### src/rtl/icache_axi_rd_bridge.sv
// Single-outstanding AXI4 read bridge behind the instruction cache.
// Byte/half/word requests become single-beat reads; line refills become INCR bursts.
module icache_axi_rd_bridge #(
    parameter int         LINE_WORDS = 4,
    parameter logic [3:0] AXI_ID     = 4'd0
) (
    input  logic        clk,
    input  logic        reset,

    input  logic        rd_req,
    input  logic [2:0]  rd_type,
    input  logic [31:0] rd_addr,
    output logic        rd_rdy,
    output logic        ret_valid,
    output logic        ret_last,
    output logic [31:0] ret_data,

    output logic [3:0]  arid,
    output logic [31:0] araddr,
    output logic [7:0]  arlen,
    output logic [2:0]  arsize,
    output logic [1:0]  arburst,
    output logic        arvalid,
    input  logic        arready,

    input  logic [3:0]  rid,
    input  logic [31:0] rdata,
    input  logic [1:0]  rresp,
    input  logic        rlast,
    input  logic        rvalid,
    output logic        rready,

    output logic        proto_err
);

    localparam int          CNT_W     = $clog2(LINE_WORDS) + 1;
    localparam logic [7:0]  LINE_LEN  = 8'(LINE_WORDS - 1);
    localparam logic [31:0] LINE_MASK = ~(32'(LINE_WORDS * 4) - 32'd1);

    typedef enum logic [1:0] {
        S_IDLE = 2'd0,
        S_AR   = 2'd1,
        S_R    = 2'd2
    } state_t;

    state_t             state;
    state_t             state_nxt;

    logic               req_acc;
    logic               ar_hs;
    logic               beat;
    logic               beat_err;
    logic               at_end;

    logic [31:0]        req_addr;
    logic [7:0]         req_len;
    logic [2:0]         req_size;
    logic               req_bad;

    logic [CNT_W-1:0]   cnt;
    logic [7:0]         cnt_ext;
    logic               unused_rid;

    // rid carries no information with a single transaction in flight.
    assign unused_rid = ^rid;

    // Handshake qualifiers
    assign rd_rdy   = (state == S_IDLE);
    assign arvalid  = (state == S_AR);
    assign rready   = (state == S_R);
    assign req_acc  = rd_req && rd_rdy;
    assign ar_hs    = arvalid && arready;
    assign beat     = rready && rvalid;

    assign arid     = AXI_ID;
    assign arburst  = 2'b01;

    // Beats pass straight through to the icache; it never stalls the return path.
    assign ret_valid = beat;
    assign ret_last  = beat && rlast;
    assign ret_data  = rready ? rdata : 32'd0;

    always_ff @(posedge clk or posedge reset) begin
        if (reset) begin
            state <= S_IDLE;
        end else begin
            state <= state_nxt;
        end
    end

    always_comb begin
        state_nxt = state;
        case (state)
            S_IDLE:  if (rd_req)          state_nxt = S_AR;
            S_AR:    if (arready)         state_nxt = S_R;
            S_R:     if (rvalid && rlast) state_nxt = S_IDLE;
            default:                      state_nxt = S_IDLE;
        endcase
    end

    // Request decode; reserved encodings fall back to a word access.
    always_comb begin
        req_addr = rd_addr;
        req_len  = 8'd0;
        req_size = 3'd2;
        req_bad  = 1'b0;
        case (rd_type)
            3'b000: req_size = 3'd0;
            3'b001: req_size = 3'd1;
            3'b010: req_size = 3'd2;
            3'b100: begin
                req_addr = rd_addr & LINE_MASK;
                req_len  = LINE_LEN;
            end
            default: req_bad = 1'b1;
        endcase
    end

    always_ff @(posedge clk or posedge reset) begin
        if (reset) begin
            araddr <= 32'd0;
            arlen  <= 8'd0;
            arsize <= 3'd0;
        end else if (req_acc) begin
            araddr <= req_addr;
            arlen  <= req_len;
            arsize <= req_size;
        end
    end

    // arlen doubles as the index of the beat that must carry rlast.
    assign cnt_ext  = 8'(cnt);
    assign at_end   = (cnt_ext == arlen);
    assign beat_err = beat && ((rresp != 2'b00) || (rlast != at_end));

    always_ff @(posedge clk or posedge reset) begin
        if (reset) begin
            cnt       <= '0;
            proto_err <= 1'b0;
        end else begin
            if (ar_hs) begin
                cnt <= '0;
            end else if (beat) begin
                cnt <= cnt + 1'b1;
            end
            if ((req_acc && req_bad) || beat_err) begin
                proto_err <= 1'b1;
            end
        end
    end

endmodule

### config.mk
export PLATFORM = sky130hd
export DESIGN_NAME = icache_axi_rd_bridge
export DESIGN_NICKNAME = d
export VERILOG_FILES = /design/src/rtl/icache_axi_rd_bridge.sv
export SDC_FILE = /design/constraint.sdc
export NUM_CORES = 1
export LEC_CHECK = 0
export CAP_MARGIN = 30
export CORE_MARGIN = 2
export CORE_UTILIZATION = 50
export CTS_CLUSTER_DIAMETER = 60
export DETAILED_ROUTE_END_ITERATION = 16
export DONT_BUFFER_PORTS = 1
export SYNTH_ARGS = -nofsm -noshare
export SYNTH_HDL_FRONTEND = slang
export SYNTH_SLANG_ARGS = --single-unit
### constraint.sdc
create_clock -name clk -period 2 [get_ports clk]
set_input_delay 0.4 -clock clk [delete_from_list [all_inputs] [get_ports clk]]
set_output_delay 0.4 -clock clk [all_outputs]
set_load 0.01 [all_outputs]
# [After elaboration in Yosys (flattened, before gate mapping)]
# Cells that the tools add are included.
[op_classes] n_eq_ne=10 reduce_logical=15 n_addsub=1 mux=11
[ops] operator="32-bit 2-to-1 mux" count=1
[ops] operator="3-bit by 8-bit equality test with 1-bit output" count=1
[ops] operator="2-bit 2-to-1 mux" count=4
[ops] operator="1-bit logical AND" count=7
[ops] operator="3-bit 2-to-1 mux" count=2
[ops] operator="2-bit case mux with 3 select lines" count=1
[ops] operator="4-bit 2-to-1 mux" count=1
[ops] operator="2-bit by 1-bit != test with 1-bit output (second input constant)" count=2
[ops] operator="2-bit case mux with 2 select lines" count=1
[ops] operator="2-bit nonzero test" count=2
[ops] operator="4-bit OR reduction" count=1
[ops] operator="3-bit by 1-bit adder with 3-bit output (second input constant)" count=1
[ops] operator="3-bit by 1-bit equality test with 1-bit output (second input constant)" count=1
[ops] operator="3-bit by 2-bit equality test with 1-bit output (second input constant)" count=1
[ops] operator="3-bit equality test (second input constant)" count=1
[ops] operator="3-bit logical NOT" count=1
[ops] operator="3-bit AND reduction" count=1
[ops] operator="2-bit by 1-bit equality test with 1-bit output (second input constant)" count=1
[ops] operator="2-bit equality test (second input constant)" count=1
[ops] operator="2-bit logical NOT" count=1
[ops] operator="1-bit logical OR" count=2
[ops] operator="2-bit != test (second input constant)" count=1
[ops] operator="1-bit 2-to-1 mux" count=1
[ops] operator="1-bit != test" count=1
[word_totals] elab_cells=43 reg_bits=49

# [Longest topological paths before layout]
# Gate-level depths: netlist of run 1.
[depth] ltp_word=5 mapped_depth=7 mapped_depth_nobuf=5

# [Least setup slack after synthesis of run 1]
# OpenSTA, ideal clock, no wires.
[synth_timing] path_kind="register -> output" startpoint="register state[1]" endpoint="output port ret_data[10]" path_slack_ps=494 stages_incl_launch_ff=5 arrival_time_ps=1106 path_cell_list="dfrtp_1 -> buf_2 -> nor2b_2 -> clkbuf_1 -> and2_1"
[synth_via] elab_chain_cells=2
[synth_lines] item="start: declaration" line="46" text="state_t state;"
[synth_lines] item="start signal: assignment" line="87" text="state <= state_nxt;"
[synth_lines] item="2-bit equality test" line="70" text="assign rready = (state == S_R);"
[synth_lines] item="32-bit 2-to-1 mux" line="81" text="assign ret_data = rready ? rdata : 32'd0;"
[synth_lines] item="end: declaration" line="16" text="output logic [31:0] ret_data,"
# Every way passes these cells.

# [Worst setup path in the final report of run 1]
[layout_timing] startpoint="register state[1]" endpoint="output port ret_valid"
[layout_via] elab_chain_cells=2
[layout_lines] item="2-bit equality test" line="70"
[layout_lines] item="1-bit logical AND" line="73" text="assign beat = rready && rvalid;"
[layout_lines] item="end: declaration" line="14" text="output logic ret_valid,"
# Every way passes these cells.

==> qor.yml, run 1 <==
status: "complete, no violations"
tritoncts: "done"
clock_path_buffers: 2
hold_viol: 0
dr.pass1.iters: 4
tns_ns: 0
setup_slack_ns: 0.176
ys_seq_elements: 41
grt_max_degree: 42
reg2reg_slack_ns: 0.36
antenna_cells: 0
synth_mux_area_frac: 0.00498
grt_pass1_vias: 1231
cts_max_level: 2
synth_ff_type: "dfrtp_1"
leakage_nw: 1.10
portBuffers: 0
cp_slowest_stage_delay_ns: 0.45
fin_crit_ns: 1.82
p_total_w: 0.00332
areaGrowthSynthToFinish_pct: 4.73
synth-async-reset-ratio: 1.00
yosysUniqueCellTypes: 33
die_x_um: 67.4
slew_headroom: 0.667
route.met3.wl_um: 407
routed-wl-met2_um: 2020
die_area_um2: 4550
top_signal_layer_used: "met4"
yosys_warnings: 0
rsz0062_at_grt: "no"
synth_xor_area_frac: 0.00435
placed_cell_area_um2: 2000
power.density_nw_per_um2: 1580
core_area_um2: 3940
critPathRequiredTime_ns: 1.60
die_h_um: 67.4
io_pins: 166
avgSynthCellArea_um2: 8.56
hp-class: "input pin to asynchronous set/reset pin"
worstSetupStartpointType: "register"
finClkSkew_ns: 0.0110
fillers: 359
syn_area_um2: 2010
nets: 312
drv_cap: 0
grt_remaining_overflow: 0
path_delay_family: "flip-flops"
gp_congestion: 0.817
synth_top_family_by_area: "simple AND/OR/NAND/NOR gates"
setup.worst_path.end_class: "primary output"
cp_slowest_cell: "dfrtp_2"
vdd_drop_max_v: 0.000616
crit_type: "register to primary output"
grt_pass1_wl_um: 5740
synth-compound-area-share: 0.0585
wire_per_inst_um: 14.6
clk_pin_slew_ns: 0.08
drv_slew: 0
synth_simple_gate_area_frac: 0.324
antenna_found_initial: 0
pre_cts_ws_ns: 0.344
core.rowCount: 23
hpwlAfterDp_um: 3180
numCtsBuffers: 5
cts_hold_buf: 0
num_vias: 1448
antenna_left: 0
syn_inst: 235
drt_wl_total_um: 4110
path_cells: "nor2b_2, buf_4, nand2_1, inv_2"
setup_viol: 0
vias_per_cell: 5.13
final_area_um2: 2110
root_buffer: "clkbuf_8"
drc: 0
synth_fa_ha_area_frac: 0.0112
clock_latency_ns: 0.28
track_usage: 0.174
drt_iter0_markers: 56
drive_gt1_frac: 0.0819
worst_pin_slew_ns: 0.500
max_freq_ghz: 0.548
critical_path.max_fanout: 35
hold-worst-slack_ns: 0.131
finalCritPeriodShare: 0.912
initial_core_util: 0.510
met1_length_um: 1660
cp_num_buf_inv: 2
arrival_ns: 1.42
cts.sinks: 41
ys_seq_area_frac: 0.510
synth-edff-count: 0
[Yosys cell counts (2+ instances only)]
library cell  count  area [um^2]
a21oi_1           6         30.0
a22o_1            4         35.0
and2_1           33          206
buf_1             3         11.3
buf_2             5         25.0
buf_4            15          113
clkbuf_1          2         7.51
conb_1            2         7.51
dfrtp_1          41         1030
inv_1             2         7.51
nand2_1          92          345
nand3_1           3         15.0
nor2_1            5         18.8
nor2b_1           2         12.5
o21ai_0           2         10.0
[per-layer routing]
metal / vias to the layer above / GRT usage
li1: 693 / -
met1: 669 / 0.227
met2: 82 / 0.259
met3: 4 / 0.0783
met4: 0 / 0.0536
met5: - / 0
[sequential cells by signal, summed over array words and instances, names as in the netlist]
signal	count
cnt	3
state	2
proto_err	1
arsize	2
araddr	32
arlen	1
[path summary, 6_finish.rpt]
kind / startpoint / endpoint / depth (start not counted)
max in group asynchronous: reset / state[1] / 2
setup reg to reg: state[1] / araddr[11] / 5
hold / removal: reset / araddr[0] / 2
min in group clk: rd_addr[26] / araddr[26] / 2
setup / recovery: state[1] / ret_valid / 4
hold reg to reg: araddr[15] / araddr[15] / 2
[cell usage in the layout (no fill, tap or decap), types with 2 or more instances in the layout]
| master | count |
|---|---|
| and2_1 | 33 |
| o21ai_0 | 2 |
| nor2b_1 | 2 |
| a22o_1 | 4 |
| buf_4 | 3 |
| clkbuf_8 | 5 |
| nand3_1 | 3 |
| nand2_1 | 92 |
| conb_1 | 13 |
| a21oi_1 | 6 |
| inv_1 | 2 |
| nor2_1 | 5 |
| dfrtp_1 | 40 |
[what timing repair did]
| action | 4_1_cts | 5_1_grt |
|---|---|---|
| endpoints found under the setup margin | 0 | 19 |
| gates resized for setup | 0 | 1 |
| buffers inserted | 0 | 0 |
[stage by stage]
stage                util  cells
detailed placement  0.508    275
CTS                 0.534    282
finish              0.534    282
global placement    0.508    275
floorplan               -    246
global route        0.534    282
[area by class of cell]
cell class / count / area (um^2) / area share
flip-flops and latches: 41 / 1030 / 0.488
multi-input cells: 177 / 860 / 0.408
clock buffers: 5 / 68.8 / 0.0327
well taps: 50 / 62.6 / 0.0297
repair buffers: 4 / 42.5 / 0.0202
clock inverters: 2 / 35.0 / 0.0166
inverters: 3 / 11.3 / 0.00534
[report_power, final]
group / switching [W] / internal [W]
Clock: 0.000258 / 0.000363
Combinational: 0.000654 / 0.000390
Sequential: 0.000458 / 0.00120
[cell families (layout without fill, tap and decap cells)]
| family | after synthesis | after routing |
|---|---|---|
| simple gates | 143 | 143 |
| flops | 41 | 41 |
| buf+inv | 28 | 14 |
| compound gates | 17 | 17 |
| fa+ha+maj | 2 | 2 |
| other cells | 2 | 13 |
| xor+xnor | 1 | 1 |
| mux | 1 | 1 |
Note: power is estimated with default switching activity, not from simulation.
==> run 2, diff against run 1 <==
CELL_PAD_IN_SITES_DETAIL_PLACEMENT = 0   (was unset)
CELL_PAD_IN_SITES_GLOBAL_PLACEMENT = 1   (was unset)
CORE_UTILIZATION = 44   (was 50)
PLACE_DENSITY = 0.91   (was unset)
==> run 2 against run 1 <==
Effect of this change:
- cell area decreased by 0.12%
- critical path depth unchanged
- utilization decreased by 5.4 points
- wire length increased by 11%
- first-iteration DRC count increased by 36%
- non-clock buffer count increased by 1
- die area increased by 13%
- clock skew decreased by 0.0040 ns
- flip-flop and latch count unchanged
- total power decreased by 2.2%
- critical path type unchanged
- largest cell class unchanged
==> qor.yml, run 2 (synthesized netlist as in run 1, its figures left out) <==
power.density_nw_per_um2: 1540  # -2.1%
grt_remaining_overflow: 0  # unchanged
hpwlAfterDp_um: 3530  # +11%
largest_reg_flops: 32  # unchanged
drc: 0  # unchanged
grt_pass1_wl_um: 6710  # +17%
clk_pin_slew_ns: 0.08  # about the same
cts.sinks: 41  # unchanged
cp.depth: 4  # unchanged
rr_worst_depth: 5  # unchanged
power_frac_seq: 0.509  # +0.010
reg.largest.list: "araddr (32), cnt (3)"
leakage_nw: 1.09  # -0.72%
antenna_found_initial: 1  # +1
p_comb_frac: 0.324  # +0.010
portBuffers: 0  # unchanged
worstSetupStartpointType: "register"
track_usage: 0.173  # -0.000718
numCtsBuffers: 5  # unchanged
status: "complete, no violations"
hp-class: "input pin to asynchronous set/reset pin"
areaGrowthSynthToFinish_pct: 4.60
clock_path_buffers: 2  # unchanged
wire_per_inst_um: 15.9  # +9.2%
path_delay_family: "flip-flops"
cp_num_buf_inv: 2  # unchanged
finalCritPeriodShare: 0.931  # +0.0190
cts_max_level: 2  # unchanged
rsz0062_at_grt: "no"
clockPowerShare: 0.167  # -0.020
drt_iter0_markers: 76  # +36%
setup_viol: 0  # unchanged
final_cell_mix: "92 x nand2_1, 41 x dfrtp_1, 33 x and2_1"
drive_gt1_frac: 0.0815  # -0.000351
slew_headroom: 0.659  # -0.00796
setup.worst_path.end_class: "primary output"
tns_ns: 0  # unchanged
root_buffer: "clkbuf_8"
drt_wl_total_um: 4550  # +11%
grt_max_degree: 42  # unchanged
postCtsSetupRepairBufs: 0  # unchanged
drv_cap: 0  # unchanged
nets: 313  # +0.32%
worst_pin_slew_ns: 0.512  # +0.0119 ns
path_cells: "nor2b_2, buf_4, nand2_1, inv_2"
critPathRequiredTime_ns: 1.60  # about the same
vdd_drop_max_v: 0.000744  # +21%
gp_congestion: 0.780  # -4.6%
cp_slowest_stage_delay_ns: 0.46  # about the same
layout_commonest_cell: "nand2_1"
critical_path.max_fanout: 35  # unchanged
die_x_um: 71.6  # +6.2%
switching_power_w: 0.00138  # +0.67%
die_h_um: 71.6  # +6.2%
max_freq_ghz: 0.537  # -2.0%
crit_type: "register to primary output"
antenna_left: 0  # unchanged
dr.pass1.iters: 3  # -1
cp_slowest_cell: "dfrtp_1"
drv_slew: 0  # unchanged
fin_crit_ns: 1.86  # +0.0380 ns
finClkSkew_ns: 0.00704  # -0.00396 ns
initial_core_util: 0.459  # -0.0514
hold_viol: 0  # unchanged
top_register: "araddr"
tritoncts: "done"
cts_hold_buf: 0  # unchanged
core.rowCount: 24  # +4.3%
grt_pass1_vias: 1284  # +4.3%
intPower_w: 0.00187  # -4.2%
arrival_ns: 1.46  # +0.04 ns
num_vias: 1462  # +0.97%
dp.cells: 278  # +1.1%
clock_latency_ns: 0.29  # about the same
vias_per_cell: 5.11  # -0.45%
sw_frac_of_total: 0.424  # +0.0120
io_pins: 166  # unchanged
fin_cells: 286  # +1.4%
die_area_um2: 5130  # +13%
cts_resized: 0  # unchanged
core_area_um2: 4380  # +11%
-- run 2: cell types whose count changed in the layout (fill, tap and decap cells not counted), sizes merged --
cell      previous run  this run
inv                  3         2
clkbuf               5         6
clkinvlp             0         1
buf                  4         5
bufinv               1         0
diode                0         1
-- run 2: metal layers --
layer,vias up,global-route usage,part of all wire
met3,6,0.0591,0.096
met5,-,0,0
li1,699,-,-
met2,91,0.295,0.52
met1,666,0.199,0.36
met4,0,0.0713,0.021
-- run 2: worst paths after layout --
path                                   from         end  slack [ns]
worst max register to register     state[0]  araddr[22]        0.46
max in group asynchronous             reset    arlen[0]        1.52
worst min register to register    araddr[5]   araddr[5]        0.54
worst max-delay path               state[1]   ret_valid        0.14
min in group clk                rd_addr[13]  araddr[13]        0.21
worst min-delay path                  reset  araddr[21]        0.12
-- run 2: stage by stage --
stage	power (W)	hold slack, ns	setup slack, ns	utilization	instance area, um^2
after global placement	0.00271	0.442	0.465	0.459	2010
after detailed placement	0.00276	0.448	0.438	0.459	2010
after CTS	0.00331	0.134	0.122	0.479	2100
final	0.00325	0.117	0.138	0.480	2100
after floorplan	0.00251	0.505	0.494	-	2050
after global routing	0.00353	0.149	0.0190	0.480	2100
-- run 2: final cells by class --
type,count,area [um^2]
Timing Repair Buffer,5,50.0
Fill cell,426,2280
Clock inverter,1,7.51
Multi-Input combinational cell,177,860
Antenna cell,1,2.50
Tap cell,52,65.1
Sequential cell,41,1030
Clock buffer,6,82.6
Inverter,3,11.3
-- run 2: power by group through the flow --
stage                     clock network (W)  logic [W]  registers (W)
final                              0.000543    0.00105        0.00165
after global routing               0.000605    0.00121        0.00172
after CTS                          0.000563    0.00108        0.00166
after detailed placement                  0    0.00108        0.00168
after global placement                    0    0.00104        0.00167
after floorplan                           0   0.000939        0.00157
==> run 3, diff against run 2 <==
CORE_MARGIN = unset   (was 2)
==> run 3 against run 2 <==
Effect of this change:
- maximum frequency hardly changed
- combinational power about the same
- critical path depth is the same
- highest routed layer unchanged
- critical path type unchanged
- cell area up 0.59%
- utilization grew 0.29 points
- first-iteration DRC count down 38%
- clock skew shrank 0.0011 ns
- global-route usage up 0.29 points
- largest power group unchanged
==> qor.yml, run 3 (synthesized netlist as in run 1, its figures left out) <==
status: "complete, no violations"
hpwlAfterDp_um: 3420  # -3.0%
antenna_found_initial: 2  # +1
drc: 0  # unchanged
wire_per_inst_um: 15.5  # -2.5%
areaGrowthSynthToFinish_pct: 5.22
setup.worst_path.end_class: "primary output"
nets: 315  # +0.64%
cts.sinks: 41  # unchanged
layout_commonest_cell: "nand2_1"
gp_congestion: 0.756  # -3.0%
timing.rr.start: "state[1]"
portBuffers: 0  # unchanged
tns_ns: 0  # unchanged
finalCritPeriodShare: 0.931  # about the same
grt_pass1_vias: 1358  # +5.8%
tritoncts: "done"
clock_latency_ns: 0.29  # about the same
die_h_um: 69.6  # -2.8%
fillers: 415  # -2.6%
largest_reg_flops: 32  # unchanged
multi_input_area_um2: 860  # unchanged
root_buffer: "clkbuf_8"
initial_core_util: 0.459  # unchanged
rr_worst_depth: 6  # +1
path_delay_family: "flip-flops"
drv_cap: 0  # unchanged
hold_viol: 0  # unchanged
grt_max_degree: 42  # unchanged
drive_gt1_frac: 0.0975  # +0.0159
io_pins: 166  # unchanged
antenna_left: 0  # unchanged
drv_slew: 0  # unchanged
final_cell_mix: "92 x nand2_1, 40 x dfrtp_1, 33 x and2_1"
reg2reg_slack_ns: 0.46  # about the same
cts_max_level: 2  # unchanged
core.rowCount: 24  # unchanged
die_x_um: 69.6  # -2.8%
power.density_nw_per_um2: 1550  # +0.27%
p_total_w: 0.00328  # +0.87%
reg.largest.list: "araddr (32), cnt (3)"
core_area_um2: 4380  # unchanged
dr.pass1.iters: 4  # +1
worstSetupStartpointType: "register"
grt_pass1_wl_um: 6630  # -1.1%
num_vias: 1484  # +1.5%
arrival_ns: 1.46  # about the same
top_register: "araddr"
setup_viol: 0  # unchanged
slew_headroom: 0.651  # -0.00720
die_area_um2: 4850  # -5.5%
cp_slowest_stage_delay_ns: 0.46  # about the same
hp-class: "input pin to asynchronous set/reset pin"
clk_pin_slew_ns: 0.08  # about the same
crit_type: "register to primary output"
regArea_um2: 1030  # +0.12%
cp_num_buf_inv: 2  # unchanged
numCtsBuffers: 5  # unchanged
path_cells: "nor2b_2, buf_4, nand2_1, inv_2"
critical_path.max_fanout: 35  # unchanged
cp_slowest_cell: "dfrtp_2"
drt_iter0_markers: 47  # -38%
track_usage: 0.176  # +0.00285
drt_wl_total_um: 4500  # -1.1%
fin_crit_ns: 1.86  # +0.000613 ns
critPathRequiredTime_ns: 1.60  # about the same
worstReg2RegEnd: "proto_err"
max_freq_ghz: 0.537  # about the same
finClkSkew_ns: 0.00589  # -0.00114 ns
leakage_nw: 1.10  # +1.1%
vdd_drop_max_v: 0.000758  # +1.9%
vias_per_cell: 5.12  # +0.10%
clock_path_buffers: 2  # unchanged
rsz0062_at_grt: "no"
grt_remaining_overflow: 0  # unchanged
worst_pin_slew_ns: 0.523  # +0.0108 ns
-- run 3: changes by cell type in the layout (fill, tap and decap cells not counted), sizes merged --
cell | previous run | this run
buf | 5 | 7
clkinv | 1 | 3
clkinvlp | 1 | 0
diode | 1 | 2
-- run 3: worst register-to-register path, delay by kind of cell, from the launching register on --
kind | cells | cell delay, ns
flip-flops | 1 | 0.48
AND/OR/NAND/NOR | 2 | 0.33
AO/OA/AOI/OAI | 2 | 0.32
buffers and inverters | 2 | 0.31
-- run 3: worst max path at each step --
stage	startpoint	endpoint	slack, ns	depth (start not counted)
floorplan	state[1]	ret_data[10]	0.49	4
global placement	state[1]	ret_valid	0.40	4
detailed placement	state[1]	ret_valid	0.38	4
CTS	state[1]	ret_valid	0.06	4
global route	state[1]	ret_valid	0.04	4
finish	state[1]	ret_valid	0.14	4
-- run 3: through the flow --
step	std cells	setup WS [ns]	utilization	cell area, um^2	hold WS (ns)
3_3_place_gp	280	0.403	0.459	2010	0.444
4_1_cts	288	0.0558	0.481	2110	0.132
3_5_place_dp	280	0.378	0.459	2010	0.449
5_1_grt	290	0.0437	0.483	2120	0.165
2_1_floorplan	246	0.494	-	2050	0.505
6_report	290	0.138	0.483	2120	0.123
-- run 3: per-layer routing --
metal | track usage | vias up | wire (um)
met5 | 0 | - | 0
met4 | 0.0778 | 0 | 108
met3 | 0.0509 | 8 | 336
met2 | 0.305 | 93 | 2290
met1 | 0.200 | 677 | 1760
li1 | - | 706 | -
-- run 3: what timing repair did --
action | CTS | global route
endpoints found under the setup margin | 0 | 3
hold buffers | 0 | 0
gates resized for setup | 0 | 1
buffers inserted | 0 | 0
-- run 3: area by class of cell --
cell class,count,share of cell area
Sequential cell,41,0.485
Multi-Input combinational cell,177,0.406
Clock buffer,6,0.0390
Tap cell,52,0.0307
Timing Repair Buffer,7,0.0248
Clock inverter,2,0.00650
Inverter,3,0.00532
Antenna cell,2,0.00236
-- run 3: where the power goes --
group / total, W / internal, W / switching [W]
clock network: 0.000561 / 0.000280 / 0.000281
registers: 0.00166 / 0.00120 / 0.000462
logic: 0.00106 / 0.000405 / 0.000652
